File: config.mk
export PLATFORM = sky130hd
export DESIGN_NAME = dsp_div_seq
export DESIGN_NICKNAME = d
export VERILOG_FILES = /design/src/rtl/dsp_div_seq.sv
export SDC_FILE = /design/constraint.sdc
export NUM_CORES = 1
export LEC_CHECK = 0
export ABC_AREA = 1
export CORE_AREA = 2 2 147 149
export CTS_BUF_LIST = sky130_fd_sc_hd__clkbuf_8
export CTS_CLUSTER_SIZE = 14
export DETAILED_ROUTE_END_ITERATION = 10
export DIE_AREA = 0 0 149 151
export HOLD_SLACK_MARGIN = 0.15
export PLACE_DENSITY = 0.84
export SKIP_LAST_GASP = 1
export SLEW_MARGIN = 25
export SYNTH_ARGS = -nofsm -noshare
export SYNTH_HDL_FRONTEND = slang
export SYNTH_SLANG_ARGS = --single-unit
File: constraint.sdc
create_clock -name clk -period 2.85 [get_ports clk]
set_clock_uncertainty 0.2 [all_clocks]
set_input_delay 0.57 -clock clk [delete_from_list [all_inputs] [get_ports clk]]
set_output_delay 0.57 -clock clk [all_outputs]
set_load 0.02 [all_outputs]
File: src/rtl/dsp_div_seq.sv
// Sequential RV32M divider (DIV/DIVU/REM/REMU): restoring division, one quotient
// bit per cycle, with trial subtractions done by an external combinational subtractor.
module dsp_div_seq #(
  parameter int XLEN = 32
) (
  input  logic            clk,
  input  logic            rst_n,
  input  logic            start,
  input  logic [1:0]      op,
  input  logic [XLEN-1:0] dividend,
  input  logic [XLEN-1:0] divisor,
  output logic            busy,
  output logic            done,
  output logic [XLEN-1:0] result,
  output logic [XLEN-1:0] sub_a,
  output logic [XLEN-1:0] sub_b,
  input  logic [XLEN-1:0] sub_diff,
  input  logic            sub_carry
);

  typedef enum logic [1:0] {S_IDLE, S_RUN, S_FIX} state_t;

  state_t          r_state, w_next;
  logic [XLEN-1:0] r_rem, r_quo, r_div, r_orig, r_result;
  logic [4:0]      r_cnt;
  logic [1:0]      r_op;
  logic            r_neg_q, r_neg_r, r_dz, r_busy, r_done;

  logic            w_signed, w_a_neg, w_b_neg, w_msb, w_qbit;
  logic [XLEN-1:0] w_a_mag, w_b_mag, w_shift, w_quot, w_remd;

  // op[0]=0 selects the signed variants (DIV, REM)
  assign w_signed = ~op[0];
  assign w_a_neg  = w_signed & dividend[XLEN-1];
  assign w_b_neg  = w_signed & divisor[XLEN-1];
  assign w_a_mag  = w_a_neg ? -dividend : dividend;
  assign w_b_mag  = w_b_neg ? -divisor  : divisor;

  // msb is bit 32 of the shifted partial remainder; when set the trial always succeeds
  assign w_shift = {r_rem[XLEN-2:0], r_quo[XLEN-1]};
  assign w_msb   = r_rem[XLEN-1];
  assign w_qbit  = w_msb | sub_carry;

  assign w_quot = r_dz ? '1     : (r_neg_q ? -r_quo : r_quo);
  assign w_remd = r_dz ? r_orig : (r_neg_r ? -r_rem : r_rem);

  assign sub_a  = (r_state == S_RUN) ? w_shift : '0;
  assign sub_b  = (r_state == S_RUN) ? r_div   : '0;
  assign busy   = r_busy;
  assign done   = r_done;
  assign result = r_result;

  always_ff @(posedge clk or negedge rst_n) begin
    if (!rst_n) r_state <= S_IDLE;
    else        r_state <= w_next;
  end

  always_comb begin
    w_next = r_state;
    case (r_state)
      S_IDLE: if (start) w_next = (divisor == '0) ? S_FIX : S_RUN;
      S_RUN:  if (r_cnt == 5'd31) w_next = S_FIX;
      S_FIX:  w_next = S_IDLE;
      default: w_next = S_IDLE;
    endcase
  end

  always_ff @(posedge clk or negedge rst_n) begin
    if (!rst_n) begin
      r_rem    <= '0;
      r_quo    <= '0;
      r_div    <= '0;
      r_orig   <= '0;
      r_result <= '0;
      r_cnt    <= '0;
      r_op     <= '0;
      r_neg_q  <= 1'b0;
      r_neg_r  <= 1'b0;
      r_dz     <= 1'b0;
      r_busy   <= 1'b0;
      r_done   <= 1'b0;
    end else begin
      r_done <= 1'b0;
      case (r_state)
        S_IDLE: if (start) begin
          r_op    <= op;
          r_neg_q <= w_a_neg ^ w_b_neg;
          r_neg_r <= w_a_neg;
          r_dz    <= (divisor == '0);
          r_orig  <= dividend;
          r_div   <= w_b_mag;
          r_quo   <= w_a_mag;
          r_rem   <= '0;
          r_cnt   <= '0;
          r_busy  <= 1'b1;
        end
        S_RUN: begin
          r_rem <= w_qbit ? sub_diff : w_shift;
          r_quo <= {r_quo[XLEN-2:0], w_qbit};
          r_cnt <= r_cnt + 5'd1;
        end
        S_FIX: begin
          r_result <= r_op[1] ? w_remd : w_quot;
          r_done   <= 1'b1;
          r_busy   <= 1'b0;
        end
        default: ;
      endcase
    end
  end

endmodule

==> metrics, run 1 <==
area occupied by registers=0.004329 mm2; area share of the leading cell type in the synthesized netlist=38.14%; Synth-to-Final Area Change=24.18%; Critical Path Fanout Max=35; Tcrit/Tclk final=91.56%; Post-synth ARST share=100.0%; run status=complete, no violations; classification of the worst-slack hold path=reg2reg; number of antenna violations at the first check in global routing=0; routability congestion estimate from global placement=0.9384; Filler Cells Inserted=1825; filler-free cell count of the finished design=2109; total detailed-routing wirelength=34340 um; number of enable flip-flop cells after synthesis=0; total count of max-transition violations in the final report=0; clock-pin slew of the registers on the worst-case setup and hold paths=0.09 ns; vias after detailed routing=11688; core region area=0.02082 mm2; Synth Area per Inst=6.866 um2; part of the power in the clock network=10.9%; Commonest cells post-synth=sky130_fd_sc_hd__nand2_1 (372), sky130_fd_sc_hd__nor2_1 (243), sky130_fd_sc_hd__dfrtp_1 (173); area enclosed by the die boundary=0.02250 mm2; share of synthesized area occupied by flip-flops and latches=38.14%; critical register-to-register path endpoint=result[14]; total standard cell area after synthesis=0.01135 mm2; worst setup slack before clock tree synthesis=0.1784 ns; diode insertion count for antenna repair=0; Detail Route Antenna Nets=0; switching portion of total power=50.35%; number of global-route vias before repair=10644; setup slack on the worst flop-to-flop path=0.54 ns; largest cells by area after synthesis=sky130_fd_sc_hd__dfrtp_1 (38%), sky130_fd_sc_hd__nand2_1 (12%), sky130_fd_sc_hd__nor2_1 (8.0%); crit path time final=2.609 ns; number of distinct standard cells referenced by the synthesized netlist=47; number of ports placed on the die boundary=200; synthesized instance count=1653; Worst Hold Depth=2; reported leakage power=0.007045 uW; number of I/O port buffers=199; post-layout total power=16060 uW; clock root buffer master=sky130_fd_sc_hd__clkbuf_8; setup_tns=0 ns; pin count of the biggest net entering global routing=114; sum of overflow across all layers after global routing=0; path type of the worst setup path=reg2out; worst hold path endpoint=result[27]; min setup slack post-route=0.2405 ns; number of nets in the synthesized netlist=1761; CTS tree=done; H-tree levels=4; Initial Util=54.51%; category of the worst setup path launch point=register; Worst Path Arrival=1.84 ns; hold_sp=result[27]; delay of the slowest cell on the worst path=0.46 ns; Slew headroom=59.39%; Critical Path Sink Type=primary output; cell taking the most area after synthesis=sky130_fd_sc_hd__dfrtp_1; width of the chip=149 um; maxcap violations=0; Yosys Warn Count=0; global-route usage over all layers=30.73%; NumNets Final=1929; startpoint of the lowest-slack register-to-register path=r_rem[0]; switching power total=8086 uW; first-pass detailed-route iteration total=6; Skew-Pair Late Insertion Delay=0.47 ns; flop and latch count out of synthesis=173; Worst path slowest cell=sky130_fd_sc_hd__dfrtp_1; # setup viols final=0; row count=53; number of buffers on the longest clock path=2; final hold violations=0; DR WL/cell=16.28 um; share of cells above drive strength 1=7.143%; largest voltage drop on the vdd net=488.3 uV; number of buffers created by CTS=17; post-detailed-placement half-perimeter wirelength=26000 um; part of the power in combinational logic=59.2%; Critical Path, Cell by Cell=nor2_8, inv_2, buf_12, nor2_1, dlygate4sd2_1; relative contribution of sequential cells to total power=30.0%; Critical Path RT=2.08 ns; timing-limited maximum frequency=0.3832 GHz; Internal=7975 uW; power density over cell area=1140 mW/mm2; cell count after placement=2076; total area of multi-input combinational cells=0.005982 mm2; Detailed Route Iter0 Violations=1112; count leader, synth=sky130_fd_sc_hd__nand2_1; Via density=5.542; family with the most delay on the worst path=buffers and inverters; number of clock sinks=173; measured slew at the worst slew-check pin=0.6083 ns; Crit path buffers/inverters=3; Worst Reg-to-Reg Cells=11; height of the chip=151 um; global-route wire length before repair=55170 um; number of remaining DRC errors=0; unrepaired setup endpoints after global routing=no; most common flop cell mapped by yosys=sky130_fd_sc_hd__dfrtp_1
[logic make-up (layout without fill, tap and decap cells)]
logic type               Yosys count  in the layout  synth area share, %
AO/OA/AOI/OAI                    327            327                16.38
XOR/XNOR                          53             53                4.090
adder cells (fa/ha/maj)            6              6               0.6614
buffers and inverters            262            443                9.238
flip-flops                       173            173                38.14
AND/OR/NAND/NOR                  832            832                31.48
[tightest hold or removal path, delay by kind of cell, from the launching register on]
family,cells,cell delay (ns)
simple gates,2,0.11
flops,1,0.35
[per-layer routing]
layer / vias up / wire (um) / global-route usage [%]
met4: 0 / 744 / 7.952
met1: 5405 / 15570 / 44.12
met2: 493 / 15420 / 48.36
met5: - / 0 / 0
li1: 5732 / - / -
met3: 58 / 2613 / 5.422
[state kept, by name, summed over array words and instances (netlist names)]
signal and flops:
r_neg_q 1, r_orig 32, r_state 2, r_rem 32, r_quo 32, result 32
r_dz 1, done 1, r_neg_r 1, r_div 32, busy 1, r_cnt 5
r_op 1
[layout make-up]
cell class | instances | area share, %
clock inverter | 14 | 1.021
timing repair buffer | 226 | 16.69
tap | 275 | 2.441
clock buffer | 18 | 1.758
multi-input combinational | 1218 | 42.45
sequential | 173 | 30.72
inverter | 185 | 4.927
[per-stage QoR]
stage / hold slack, ns / cell area, um2 / utilization [%]
3_3_place_gp: 0.2567 / 13630 / 65.44
4_1_cts: 0.2923 / 14000 / 67.22
6_report: 0.2881 / 14090 / 67.68
2_1_floorplan: 0.07441 / 11350 / -
5_1_grt: 0.3106 / 14090 / 67.68
3_5_place_dp: 0.2686 / 13630 / 65.44
[power groups by stage]
stage | clock [uW] | combinational [uW] | sequential, uW
floorplan | 0 | 6190 | 4690
global placement | 0 | 9440 | 4780
detailed placement | 0 | 9620 | 4790
CTS | 1750 | 9520 | 4760
global route | 1870 | 10500 | 4950
finish | 1750 | 9500 | 4810
[what timing repair did]
item,4_1_cts,5_1_grt
buffers inserted,0,0
hold buffers,1,0
endpoints found under the hold margin,52,0
endpoints found under the setup margin,25,39
gates resized for setup,25,39
[cells in the final DEF, fill, tap and decap left out, types with 4 or more instances in the layout]
cell type / netlist / final
sky130_fd_sc_hd__a21oi_1: 56 / 56
sky130_fd_sc_hd__a22oi_1: 30 / 30
sky130_fd_sc_hd__a31oi_1: 9 / 9
sky130_fd_sc_hd__buf_12: 0 / 7
sky130_fd_sc_hd__buf_4: 2 / 19
sky130_fd_sc_hd__clkbuf_8: 0 / 18
sky130_fd_sc_hd__clkdlybuf4s50_1: 0 / 134
sky130_fd_sc_hd__clkinvlp_4: 0 / 4
sky130_fd_sc_hd__dfrtp_1: 173 / 173
sky130_fd_sc_hd__dlygate4sd2_1: 0 / 25
sky130_fd_sc_hd__dlymetal6s2s_1: 0 / 39
sky130_fd_sc_hd__ha_1: 6 / 6
sky130_fd_sc_hd__inv_1: 164 / 165
sky130_fd_sc_hd__inv_2: 20 / 20
sky130_fd_sc_hd__nand2_1: 372 / 372
sky130_fd_sc_hd__nand2_2: 11 / 11
sky130_fd_sc_hd__nand3_1: 123 / 123
sky130_fd_sc_hd__nand4_1: 31 / 31
sky130_fd_sc_hd__nor2_1: 243 / 242
sky130_fd_sc_hd__nor2_2: 22 / 23
sky130_fd_sc_hd__nor2_4: 6 / 6
sky130_fd_sc_hd__nor3_1: 11 / 11
sky130_fd_sc_hd__o211ai_1: 8 / 8
sky130_fd_sc_hd__o21ai_0: 141 / 141
sky130_fd_sc_hd__o21ai_1: 27 / 27
sky130_fd_sc_hd__o221ai_1: 5 / 5
sky130_fd_sc_hd__o22ai_1: 35 / 35
sky130_fd_sc_hd__xor2_1: 51 / 51
[worst max-delay path by stage]
stage | depth (start not counted) | to | slack [ns] | start
after detailed placement | 14 | r_quo[30] | 0.18 | dividend[1]
final | 5 | sub_a[11] | 0.24 | r_state[1]
after global placement | 14 | r_quo[30] | 0.22 | dividend[1]
after floorplan | 5 | sub_b[10] | 0.74 | r_state[1]
after CTS | 5 | sub_a[8] | 0.0004 | r_state[1]
after global routing | 6 | sub_a[16] | 0.15 | r_state[0]
Power figures use the tool's default switching activity.
==> run 2, diff against run 1 <==
- MAX_ROUTING_LAYER: unset -> met4
==> run 2 against run 1 <==
  * Register-to-register slack better by 0.02 ns
  * Routed wire length up 2.6%
  * Clock power down 3%
  * Combinational power about the same
  * First-iteration DRC count down 4.0%
  * Utilization down 0.13 points
  * Maximum frequency down 6.3%
  * Sequential power about the same
  * Design area down 0.20%
  * Sequential cell count unchanged
  * Sequential share of layout area up 0.060 points
  * Final cell count about the same
==> metrics, run 2 (synthesis results as in run 1) <==
H-tree levels=4 (unchanged); Via density=5.616 (+1.3%); post-layout total power=16020 uW (-0.28%); number of remaining DRC errors=0 (unchanged); filler-free cell count of the finished design=2110 (+0.047%); run status=complete, no violations; post-detailed-placement half-perimeter wirelength=26550 um (+2.1%); Slew headroom=59.62% (+0.23 points); Detail Route met3 WL=2789 um (+6.7%); final hold violations=0 (unchanged); largest voltage drop on the vdd net=496.8 uV (+1.7%); number of ports placed on the die boundary=200 (unchanged); clock root buffer master=sky130_fd_sc_hd__clkbuf_8; number of buffers on the longest clock path=2 (unchanged); DR top layer=met4; pin count of the biggest net entering global routing=114 (unchanged); Initial Util=54.51% (unchanged); Worst Hold Depth=2 (unchanged); path type of the worst setup path=reg2out; Critical Path RT=2.08 ns (about the same); CTS tree=done; setup slack on the worst flop-to-flop path=0.56 ns (+0.02 ns); global-route usage over all layers=32.65% (+1.9 points); startpoint of the lowest-slack register-to-register path=r_rem[0]; area enclosed by the die boundary=0.02250 mm2 (unchanged); total detailed-routing wirelength=35250 um (+2.6%); Synth-to-Final Area Change=23.93%; total count of max-transition violations in the final report=0 (unchanged); classification of the worst-slack hold path=reg2reg; first-pass detailed-route iteration total=6 (unchanged); most used cells in the layout excluding fill and tap cells=sky130_fd_sc_hd__nand2_1 (372), sky130_fd_sc_hd__nor2_1 (242), sky130_fd_sc_hd__dfrtp_1 (173); clock-pin slew of the registers on the worst-case setup and hold paths=0.08 ns (about the same); Tcrit/Tclk final=97.72% (+6.2 points); power density over cell area=1139 mW/mm2 (about the same); measured slew at the worst slew-check pin=0.6057 ns (-0.002549 ns); Detail Route Antenna Nets=0 (unchanged); routability congestion estimate from global placement=0.9375 (about the same); number of I/O port buffers=199 (unchanged); unrepaired setup endpoints after global routing=no; setup_tns=0 ns (unchanged); width of the chip=149 um (unchanged); global-route wire length before repair=56710 um (+2.8%); worst setup slack before clock tree synthesis=0.1686 ns (-0.009763 ns); row count=53 (unchanged); NumNets Final=1929 (unchanged); hold_sp=busy; number of antenna violations at the first check in global routing=1 (+1); maxcap violations=0 (unchanged); vias after detailed routing=11850 (+1.4%); share of cells above drive strength 1=6.979% (-0.16 points); crit path time final=2.785 ns (+0.1754 ns); Post-Route Hold Slack=0.2810 ns (-0.007129 ns); number of clock sinks=173 (unchanged); Critical Path Sink Type=primary output; number of global-route vias before repair=11100 (+4.3%); cell count after placement=2076 (unchanged); most common cell after layout, fill and taps aside=sky130_fd_sc_hd__nand2_1; DR WL/cell=16.70 um (+2.6%); Skew-Pair Late Insertion Delay=0.49 ns (+0.02 ns); core region area=0.02082 mm2 (unchanged); critical register-to-register path endpoint=result[14]; # setup viols final=0 (unchanged); reported leakage power=0.006973 uW (-1.0%); height of the chip=151 um (unchanged); min setup slack post-route=0.06510 ns (-0.1754 ns); worst hold path endpoint=busy; Worst Reg-to-Reg Cells=11 (unchanged); Critical Path Fanout Max=7 (-80%); Worst Path Arrival=2.01 ns (+0.17 ns); routed metal-1 wirelength=15800 um (+1.5%); sum of overflow across all layers after global routing=0 (unchanged); Detailed Route Iter0 Violations=1067 (-4.0%); category of the worst setup path launch point=register; Filler Cells Inserted=1898 (+4.0%); number of buffers created by CTS=17 (unchanged); metal2 WL=15820 um (+2.6%); timing-limited maximum frequency=0.3591 GHz (-6.3%)
-- run 2: cell count changes in the layout (fill, tap and decap cells not counted), moves of 3 or more --
| cell | delta |
|---|---|
| sky130_fd_sc_hd__clkinv_2 | -3 |
| sky130_fd_sc_hd__clkinvlp_4 | -3 |
| sky130_fd_sc_hd__dlygate4sd2_1 | +7 |
| sky130_fd_sc_hd__dlymetal6s2s_1 | -8 |
| sky130_fd_sc_hd__inv_1 | +3 |
-- run 2: worst max-delay path by stage --
stage / cells past startpoint / end / startpoint
global route: 5 / sub_b[30] / r_state[0]
CTS: 6 / sub_b[4] / r_state[0]
finish: 4 / sub_b[30] / r_state[1]
global placement: 14 / r_quo[30] / dividend[1]
floorplan: 5 / sub_b[10] / r_state[1]
detailed placement: 14 / r_quo[30] / dividend[1]
-- run 2: worst max-delay path, stage by stage, from the launching register on --
cell,delay (ns)
sky130_fd_sc_hd__dfrtp_1,0.46
sky130_fd_sc_hd__nor2_8,0.14
sky130_fd_sc_hd__inv_2,0.10
sky130_fd_sc_hd__nor2_1,0.19
sky130_fd_sc_hd__clkdlybuf4s50_1,0.64
-- run 2: report_power, final --
| group | internal (uW) | switching [uW] |
|---|---|---|
| combinational | 3480 | 6010 |
| sequential | 3670 | 1160 |
| clock | 743 | 954 |
| total | 7890 | 8130 |
-- run 2: through the flow --
step                      util, %  instance area, um2
after floorplan                 -               11350
after global placement      65.44               13630
after detailed placement    65.44               13630
after CTS                   67.13               13980
after global routing        67.55               14070
final                       67.55               14070
-- run 2: metal layers --
metal | vias up | GRT usage [%]
met5 | - | -
met4 | 0 | 10.05
met3 | 63 | 5.964
met2 | 491 | 49.45
met1 | 5566 | 44.92
li1 | 5730 | -
-- run 2: repair_timing --
| item | CTS | global route |
|---|---|---|
| hold buffers | 1 | 0 |
| endpoints found under the hold margin | 54 | 0 |
| endpoints found under the setup margin | 62 | 31 |
| resized for setup | 33 | 33 |
| setup buffers | 0 | 0 |
-- run 2: cell type report --
cell class | count | area [um2] | share of cell area [%]
sequential | 173 | 4329 | 30.78
inverter | 185 | 694.4 | 4.937
clock inverter | 13 | 116.4 | 0.8273
tap | 275 | 344.1 | 2.446
clock buffer | 19 | 261.5 | 1.859
multi-input combinational | 1218 | 5982 | 42.53
antenna | 1 | 2.502 | 0.01779
timing repair buffer | 226 | 2336 | 16.61
==> run 3, diff against run 2 <==
- clock period: 2.85 -> 3.1 ns (I/O delays scaled with it)
==> run 3 against run 2 <==
  * Power down 5.6%
  * Non-clock buffer count is 1 higher
  * Via count is 0.48% lower
  * Utilization is essentially flat
  * Global-route usage up 0.45 points
  * Sequential share of layout area about the same
  * Die area stayed put
  * Setup slack gained 0.024 ns
  * Count of clock-buffer cells in the layout is the same
==> metrics, run 3 (synthesis results as in run 1) <==
part of the power in combinational logic=59.2% (about the same); number of ports placed on the die boundary=200 (unchanged); Initial Util=54.51% (unchanged); post-route core utilization=67.51% (about the same); crit path time final=3.011 ns; pin count of the biggest net entering global routing=114 (unchanged); number of antenna violations at the first check in global routing=0 (-1); measured slew at the worst slew-check pin=0.7738 ns (+0.1680 ns); core region area=0.02082 mm2 (unchanged); area enclosed by the die boundary=0.02250 mm2 (unchanged); Detail Route Antenna Nets=0 (unchanged); # setup viols final=0 (unchanged); Via density=5.589 (-0.48%); row count=53 (unchanged); Critical Path Sink Type=primary output; routability congestion estimate from global placement=0.9576 (+2.1%); number of I/O port buffers=199 (unchanged); Worst Hold Depth=2 (unchanged); maxcap violations=0 (unchanged); clock root buffer master=sky130_fd_sc_hd__clkbuf_8; post-layout total power=15110 uW (-5.6%); setup_tns=0 ns (unchanged); DR WL/cell=17.05 um (+2.1%); run status=complete, no violations; startpoint of the lowest-slack register-to-register path=r_rem[0]; part of the power in the clock network=11.2% (+0.6 points); post-detailed-placement half-perimeter wirelength=27150 um (+2.3%); post-CTS setup buffer count=0 (unchanged); most common cell after layout, fill and taps aside=sky130_fd_sc_hd__nand2_1; most used cells in the layout excluding fill and tap cells=sky130_fd_sc_hd__nand2_1 (372), sky130_fd_sc_hd__nor2_1 (242), sky130_fd_sc_hd__clkdlybuf4s50_1 (192); worst setup slack before clock tree synthesis=0.3330 ns (+0.1644 ns); critical register-to-register path endpoint=result[30]; switching portion of total power=50.06% (-0.69 points); Detailed Route Iter0 Violations=1021 (-4.3%); unrepaired setup endpoints after global routing=no; power density over cell area=1075 mW/mm2 (-5.6%); diode insertion count for antenna repair=0 (-1); global-route usage over all layers=33.11% (+0.45 points); total detailed-routing wirelength=35980 um (+2.1%); Worst Path Arrival=2.19 ns (+0.18 ns); number of buffers on the longest clock path=2 (unchanged); min setup slack post-route=0.08943 ns (+0.02433 ns); hold_sp=result[19]; Critical Path RT=2.28 ns (+0.20 ns); number of global-route vias before repair=11077 (-0.21%); Slew headroom=48.42% (-11 points); timing-limited maximum frequency=0.3322 GHz; relative contribution of sequential cells to total power=29.5% (-0.6 points); number of clock sinks=173 (unchanged); Synth-to-Final Area Change=23.86% (about the same); placement-stage cell area=0.01361 mm2 (-0.13%); final non-filler cell area=0.01406 mm2 (about the same); Worst Reg-to-Reg Cells=13 (+2); width of the chip=149 um (unchanged); Skew-Pair Late Insertion Delay=0.48 ns (about the same); largest voltage drop on the vdd net=547.1 uV (+10%); first-pass detailed-route iteration total=5 (-1); vias after detailed routing=11793 (-0.48%); category of the worst setup path launch point=register; CTS tree=done; NumNets Final=1930 (+0.052%); switching power total=7565 uW (-6.9%); classification of the worst-slack hold path=reg2reg; number of buffers created by CTS=17 (unchanged); Tcrit/Tclk final=97.12%; Internal=7548 uW (-4.3%); H-tree levels=4 (unchanged); path type of the worst setup path=reg2out; clock-pin slew of the registers on the worst-case setup and hold paths=0.09 ns (about the same); global-route wire length before repair=57210 um (+0.89%); number of remaining DRC errors=0 (unchanged); final hold violations=0 (unchanged); height of the chip=151 um (unchanged); setup slack on the worst flop-to-flop path=0.80 ns (+0.24 ns); total count of max-transition violations in the final report=0 (unchanged); reported leakage power=0.006510 uW (-6.6%); Critical Path Fanout Max=33 (+26); worst hold path endpoint=result[19]; sum of overflow across all layers after global routing=0 (unchanged); share of cells above drive strength 1=7.193% (+0.21 points)
-- run 3: cell count changes in the layout (fill, tap and decap cells not counted), moves of 2 or more --
cell,change
sky130_fd_sc_hd__clkdlybuf4s50_1,+57
sky130_fd_sc_hd__dlygate4sd2_1,-32
sky130_fd_sc_hd__dlymetal6s2s_1,-25
sky130_fd_sc_hd__buf_12,-3
sky130_fd_sc_hd__buf_4,+3
sky130_fd_sc_hd__inv_1,-3
sky130_fd_sc_hd__inv_8,+2
-- run 3: what timing repair did --
action                                  4_1_cts  5_1_grt
endpoints found under the hold margin        68        0
gates resized for setup                       1        7
pin swaps                                     0        0
hold buffers                                  1        0
endpoints found under the setup margin        5       28
-- run 3: how the worst max path moves through the flow --
stage                     start   endpoint  slack (ns)
floorplan            r_state[1]  sub_b[10]        0.94
global placement    dividend[1]  r_quo[30]        0.40
detailed placement  dividend[1]  r_quo[26]        0.33
CTS                  r_state[0]   sub_b[1]        0.07
global route         r_state[0]  sub_a[18]      0.0002
finish               r_state[1]   sub_a[6]        0.09
-- run 3: routing by layer --
| layer | wire, um | part of all wire (%) | global-route usage (%) | vias to the layer above |
|---|---|---|---|---|
| met5 | 0 | 0 | - | - |
| met4 | 888 | 2.5 | 9.286 | 0 |
| met3 | 3049 | 8.5 | 6.024 | 53 |
| met2 | 16450 | 46 | 51.71 | 493 |
| met1 | 15590 | 43 | 44.62 | 5506 |
| li1 | - | - | - | 5741 |
-- run 3: metrics by stage --
| stage | instances | hold slack (ns) |
|---|---|---|
| after floorplan | 1653 | 0.1244 |
| after global placement | 2077 | 0.2569 |
| after detailed placement | 2077 | 0.2712 |
| after CTS | 2110 | 0.2930 |
| after global routing | 2110 | 0.3142 |
| final | 2110 | 0.2864 |
-- run 3: power by group through the flow --
stage                     sequential [uW]  clock [uW]  combinational [uW]
final                                4460        1700                8950
after global routing                 4580        1810                9920
after CTS                            4400        1720                8920
after detailed placement             4430           0                8840
after floorplan                      4310           0                5690
after global placement               4410           0                8660
-- run 3: worst max-delay path, cell delays in order (launching register included) --
cell	delay [ns]
sky130_fd_sc_hd__dfrtp_1	0.45
sky130_fd_sc_hd__nor2_8	0.14
sky130_fd_sc_hd__inv_2	0.13
sky130_fd_sc_hd__buf_12	0.19
sky130_fd_sc_hd__nor2_1	0.16
sky130_fd_sc_hd__clkdlybuf4s50_1	0.63
-- run 3: layout make-up --
type | instances | area (um2)
clock buffers | 19 | 261.5
flip-flops and latches | 173 | 4329
clock inverters | 13 | 155.1
multi-input cells | 1218 | 5982
inverters | 185 | 694.4
well taps | 275 | 344.1
fillers | 1849 | 6765
repair buffers | 227 | 2291
